===== config.mk =====
export PLATFORM = sky130hd
export DESIGN_NAME = wb_ctrl
export DESIGN_NICKNAME = d
export VERILOG_FILES = /design/src/rtl/wb_ctrl.sv
export SDC_FILE = /design/constraint.sdc
export NUM_CORES = 1
export LEC_CHECK = 0
export BUFFER_PORTS_ARGS = -buffer_cell sky130_fd_sc_hd__buf_2
export CAP_MARGIN = 30
export CORE_UTILIZATION = 45
export DETAILED_ROUTE_END_ITERATION = 12
export PLACE_DENSITY = 0.66
export SYNTH_ARGS = -nofsm -noshare
export SYNTH_HDL_FRONTEND = slang
export SYNTH_SLANG_ARGS = --single-unit

===== constraint.sdc =====
create_clock -name clk_i -period 3.35 [get_ports clk_i]
set_clock_uncertainty 0.1 [all_clocks]
set_input_delay 0.67 -clock clk_i [delete_from_list [all_inputs] [get_ports clk_i]]
set_output_delay 0.67 -clock clk_i [all_outputs]
set_load 0.02 [all_outputs]

===== src/rtl/wb_ctrl.sv =====
// Regfile writeback controller: ALU/load merge, load-return FIFO, load scoreboard.
// Optional WB_BYPASS_EN adds writeback-to-decode forwarding and hazard masking.
module wb_ctrl #(
    parameter int LD_DEPTH = 4,
    parameter int XLEN     = 32
) (
    input  logic            clk_i,
    input  logic            rst_ni,
    input  logic            iss_valid_i,
    input  logic            iss_is_load_i,
    input  logic [4:0]      iss_rd_i,
    output logic            iss_ready_o,
    input  logic [4:0]      rs1_i,
    input  logic [4:0]      rs2_i,
    output logic            hazard_o,
    input  logic            alu_valid_i,
    input  logic [4:0]      alu_rd_i,
    input  logic [XLEN-1:0] alu_data_i,
    input  logic            lsu_valid_i,
    input  logic [4:0]      lsu_rd_i,
    input  logic [XLEN-1:0] lsu_data_i,
    output logic            lsu_ready_o,
`ifdef WB_BYPASS_EN
    output logic            fwd_rs1_hit_o,
    output logic            fwd_rs2_hit_o,
    output logic [XLEN-1:0] fwd_rs1_data_o,
    output logic [XLEN-1:0] fwd_rs2_data_o,
`endif
    output logic            rd_wren_o,
    output logic [4:0]      rd_addr_o,
    output logic [XLEN-1:0] rd_data_o,
    output logic [31:0]     busy_o
);
    localparam int PW = $clog2(LD_DEPTH);
    localparam int CW = PW + 1;

    logic [4:0]      rd_mem_q  [LD_DEPTH];
    logic [XLEN-1:0] dat_mem_q [LD_DEPTH];
    logic [PW-1:0]   wr_ptr_q, wr_ptr_d;
    logic [PW-1:0]   rd_ptr_q, rd_ptr_d;
    logic [CW-1:0]   count_q, count_d;
    logic [31:0]     busy_q, busy_d;
    logic            wren_q, wren_d;
    logic [4:0]      addr_q, addr_d;
    logic [XLEN-1:0] data_q, data_d;

    logic            full, empty, push, pop;
    logic            sel_v;
    logic [4:0]      sel_rd, clr_rd;
    logic [XLEN-1:0] sel_data;
    logic            busy_set, busy_clr;
    logic            hz1, hz2;

    assign full        = (count_q == CW'(LD_DEPTH));
    assign empty       = (count_q == '0);
    assign lsu_ready_o = !full;
    assign push        = lsu_valid_i && !full;
    assign pop         = !alu_valid_i && !empty;
    assign clr_rd      = rd_mem_q[rd_ptr_q];
    assign busy_clr    = pop;
    assign iss_ready_o = !busy_q[iss_rd_i] || (iss_rd_i == 5'd0);
    assign busy_set    = iss_valid_i && iss_ready_o && iss_is_load_i
                         && (iss_rd_i != 5'd0);

    always_comb begin
        wr_ptr_d = wr_ptr_q;
        rd_ptr_d = rd_ptr_q;
        count_d  = count_q;
        if (push) wr_ptr_d = wr_ptr_q + PW'(1);
        if (pop)  rd_ptr_d = rd_ptr_q + PW'(1);
        if (push && !pop) count_d = count_q + CW'(1);
        if (pop && !push) count_d = count_q - CW'(1);
    end

    // ALU has strict priority; loads wait in the FIFO until a free slot
    always_comb begin
        sel_v    = 1'b0;
        sel_rd   = 5'd0;
        sel_data = '0;
        if (alu_valid_i) begin
            sel_v    = 1'b1;
            sel_rd   = alu_rd_i;
            sel_data = alu_data_i;
        end else if (!empty) begin
            sel_v    = 1'b1;
            sel_rd   = clr_rd;
            sel_data = dat_mem_q[rd_ptr_q];
        end
        wren_d = sel_v && (sel_rd != 5'd0);
        addr_d = wren_d ? sel_rd : addr_q;
        data_d = wren_d ? sel_data : data_q;
    end

    always_comb begin
        busy_d = busy_q;
        if (busy_clr) busy_d[clr_rd] = 1'b0;
        if (busy_set) busy_d[iss_rd_i] = 1'b1;
        busy_d[0] = 1'b0;
    end

`ifdef WB_BYPASS_EN
    // A busy bit clearing this cycle is covered by the forward path next cycle
    assign hz1 = (rs1_i != 5'd0) && busy_q[rs1_i]
                 && !(busy_clr && clr_rd == rs1_i);
    assign hz2 = (rs2_i != 5'd0) && busy_q[rs2_i]
                 && !(busy_clr && clr_rd == rs2_i);
    assign fwd_rs1_hit_o  = wren_q && (addr_q == rs1_i) && (rs1_i != 5'd0);
    assign fwd_rs2_hit_o  = wren_q && (addr_q == rs2_i) && (rs2_i != 5'd0);
    assign fwd_rs1_data_o = data_q;
    assign fwd_rs2_data_o = data_q;
`else
    assign hz1 = (rs1_i != 5'd0) && busy_q[rs1_i];
    assign hz2 = (rs2_i != 5'd0) && busy_q[rs2_i];
`endif
    assign hazard_o = hz1 || hz2;

    always_ff @(posedge clk_i or negedge rst_ni) begin
        if (!rst_ni) begin
            wr_ptr_q <= '0;
            rd_ptr_q <= '0;
            count_q  <= '0;
            busy_q   <= '0;
            wren_q   <= 1'b0;
            addr_q   <= 5'd0;
            data_q   <= '0;
            for (int i = 0; i < LD_DEPTH; i++) begin
                rd_mem_q[i]  <= 5'd0;
                dat_mem_q[i] <= '0;
            end
        end else begin
            wr_ptr_q <= wr_ptr_d;
            rd_ptr_q <= rd_ptr_d;
            count_q  <= count_d;
            busy_q   <= busy_d;
            wren_q   <= wren_d;
            addr_q   <= addr_d;
            data_q   <= data_d;
            if (push) begin
                rd_mem_q[wr_ptr_q]  <= lsu_rd_i;
                dat_mem_q[wr_ptr_q] <= lsu_data_i;
            end
        end
    end

    always_ff @(posedge clk_i) begin
        if (rst_ni)
            assert (!(busy_set && busy_clr && clr_rd == iss_rd_i));
    end

    assign rd_wren_o = wren_q;
    assign rd_addr_o = addr_q;
    assign rd_data_o = data_q;
    assign busy_o    = busy_q;
endmodule

==> flow_summary_export.csv <==
group,metric,value,unit
clocking,worstSkewPairLatency,0.51,ns
floorplanning,start_util,0.459,
floorplanning,die_y,157,um
clocking,cts_hold_buf,0,
clocking,cts_root_buffer,"clkbuf_16",
place,place.gp.congestion,0.888,
global_route,grt_pass1_vias,7221,
route,finalWirelength,24700,um
sta,drv_slew,0,
floorplanning,die_w,157,um
clocking,cts_buffer_depth,3,
global_route,grt_pass1_wl,39400,um
clocking,h-tree-depth,1,
worst_setup_path,critPathKind,"reg -> out",
sta,setup_viol,0,
synth,synth.avg_cell_area,14.6,um^2
place,io_buffers,166,
worst_setup_path,critPathCaptureType,"output port",
synth,yosys.area.top_type,"dfrtp_1",
final_layout,drive_gt1_frac,0.521,
place,hpwl,16100,um
global_route,grt_overflow_total,0,
route,dr.first_iter.drc_count,384,
synth,syn_nets,841,
synth,synthFlopType,"dfrtp_1",
synth,syn_inst,740,
global_route,antenna_found_initial,2,
power_and_ir_drop,leakage,5.79,nW
power_and_ir_drop,power.density,1020,nW/um^2
sta,rsz0062_at_grt,"yes",
run,drv_cap,0,
sta,fin_crit_sh,0.976,
route,ant_nets,0,
worst_setup_path,required,2.58,ns
worst_setup_path,critical_path_buf_inv_count,1,
sta,fin_ws,0.0819,ns
sta,hold_viol_final,0,
clocking,cts_tree,"built",
worst_setup_path,max_stage_delay,0.45,ns
worst_setup_path,arrival,2.50,ns
sta,relSlewSlack,0.581,
synth,synth_area_leaders,"dfrtp_1 (52%), mux2_2 (16%), mux4_2 (11%)",
sta,tns,0,ns
power_and_ir_drop,max-vdd-ir-drop,0.488,mV
worst_setup_path,cp_max_fo,3,
synth,synth.distinct_cells,53,
worst_setup_path,crit_chain,"mux4_2, nor2b_1, a21oi_1, o311ai_2, a2111oi_2, buf_4",
min_path,hold_class,"in -> async",
route,vias,7027,
floorplanning,ios,168,
sta,tightest_slew,0.629,ns
route,via_per_inst,5.64,
worst_setup_path,cp_slowest_cell,"mux4_2",
worst_setup_path,cp_top_family,"compound AO/OA/AOI/OAI gates",
worst_setup_path,start_kind,"flip-flop",
clocking,path_clk_slew,0.06,ns
synth,yosysSeqAreaShare,0.520,
route,wire_per_inst,19.8,um
synth,yosys_warnings,0,
global_route,track_usage,0.207,
synth,synth_top_area_share,0.520,
floorplanning,rows,56,
synth,synth-async-reset-ratio,1.00,
worst_setup_path,rrSetupSlack,0.55,ns
route,drc,0,
synth,synth-seq-cells,224,
floorplanning,dieArea,24600,um^2
synth,synth_area,10800,um^2
clocking,cts_buffers,25,
final_layout,fin_nets,1008,
floorplanning,coreArea,23500,um^2
place,pre_cts_ws,0.220,ns
clocking,numClockSinks,224,
synth,synth_edf_count,0,
sta,layout_min_cycle_time,3.27,ns
status,status,"finished, final reports clean",
route,first_pass_iters,4,
sta,fmax,306,MHz
final_layout,syn_to_final_growth,19.5,%
global_route,grt_max_degree,80,
## final cells by class
| cell class | instances | area [um^2] |
|---|---|---|
| Multi-Input combinational cell | 455 | 4920 |
| Fill cell | 1942 | 10600 |
| Tap cell | 319 | 399 |
| Clock inverter | 15 | 169 |
| Antenna cell | 2 | 5.00 |
| Sequential cell | 224 | 5610 |
| Clock buffer | 30 | 684 |
| Inverter | 13 | 48.8 |
| Timing Repair Buffer | 188 | 1030 |
## flip-flops by register name, indices dropped and copies added, names as in the netlist
signal / cells
rd_ptr_q: 2
rd_data_o: 32
rd_addr_o: 5
wr_ptr_q: 2
dat_mem_q: 128
rd_wren_o: 1
busy_o: 31
count_q: 3
rd_mem_q: 20
## stage by stage
step | hold WS, ns | std cells | power (mW) | utilization | instance area, um^2
6_report | 0.0304 | 1246 | 13.2 | 0.548 | 12900
3_5_place_dp | 0.388 | 1195 | 10.4 | 0.510 | 12000
5_1_grt | 0.0756 | 1244 | 14.0 | 0.548 | 12900
4_1_cts | 0.0576 | 1240 | 13.3 | 0.546 | 12800
2_1_floorplan | 0.274 | 740 | 8.84 | - | 10800
3_3_place_gp | 0.381 | 1195 | 10.3 | 0.510 | 12000
## cell families after synthesis
family                   after synthesis  share of synthesized area
AO/OA/AOI/OAI                        125                     0.0784
XOR/XNOR                               6                    0.00488
adder cells (fa/ha/maj)                6                    0.00767
buffers and inverters                 61                     0.0257
flip-flops                           224                      0.520
multiplexers                         251                      0.328
other                                  1                   0.000348
AND/OR/NAND/NOR                       66                     0.0345
## synthesized netlist by cell type, types with 2 or more instances
master	count
dfrtp_1	224
mux2_2	156
mux4_2	53
o21ai_0	52
clkbuf_1	35
a22o_1	32
mux2_4	26
nand2_1	21
o31ai_1	19
mux2i_1	14
inv_1	13
nand3b_1	7
a21oi_1	6
nor2_1	6
buf_2	5
buf_6	5
ha_1	5
or3_1	5
a22oi_1	4
nand4_1	4
nand2b_1	3
nand3_1	3
nor3b_1	3
xnor2_1	3
xor2_1	3
a2111oi_0	2
buf_1	2
mux4_1	2
nor2b_1	2
or4_1	2
## per-layer routing
layer	global-route usage	vias up	wire length (um)
met5	0	-	0
met4	0.0598	0	577
met3	0.0385	40	1530
met2	0.329	213	11500
met1	0.290	3610	11100
li1	-	3164	-
## worst paths after layout
check | cells after the start | end | from
min in group clk_i | 3 | rd_addr_o[0] | alu_rd_i[0]
hold reg to reg | 1 | dat_mem_q[47] | dat_mem_q[47]
setup reg to reg | 6 | rd_data_o[12] | rd_ptr_q[0]
setup / recovery | 6 | iss_ready_o | busy_o[22]
hold / removal | 1 | rd_addr_o[1] | rst_ni
max in group asynchronous | 2 | busy_o[22] | rst_ni
## layout by cell type (no fill, tap or decap), types with 4 or more instances in the layout
cell type and n:
a21oi_1 6, o21ai_0 52, ha_1 5, mux2_4 26, clkbuf_16 25, o31ai_1 19, dfrtp_2 4, a22oi_1 4
nor2_1 5, mux2i_1 14, dfrtp_1 220, nand2_2 4, nand2_1 17, clkinv_2 6, nand4_1 4, buf_2 164
mux4_2 53, buf_4 21, or3_1 5, nand3b_1 7, a22o_1 32, clkbuf_8 4, mux2_2 156, inv_1 13
## where the power goes
part	internal (mW)	switching [mW]	total (mW)	leakage, nW
Combinational	2.92	2.51	5.43	2.68
Sequential	4.07	0.876	4.94	2.70
Clock	1.69	1.10	2.79	0.417
## what timing repair did
action                     in CTS  in global routing
buffers inserted                0                  4
setup endpoints to repair       0                  2
resized for setup               0                  5
## worst reg2reg max path, cell delays in order, from the launching register on
cell and delay [ns]:
dfrtp_2 0.58, mux4_1 0.79, nor2_2 0.18, a21boi_1 0.09, or2_2 0.32, buf_4 0.27, mux2_4 0.36
Power figures use the tool's default switching activity.
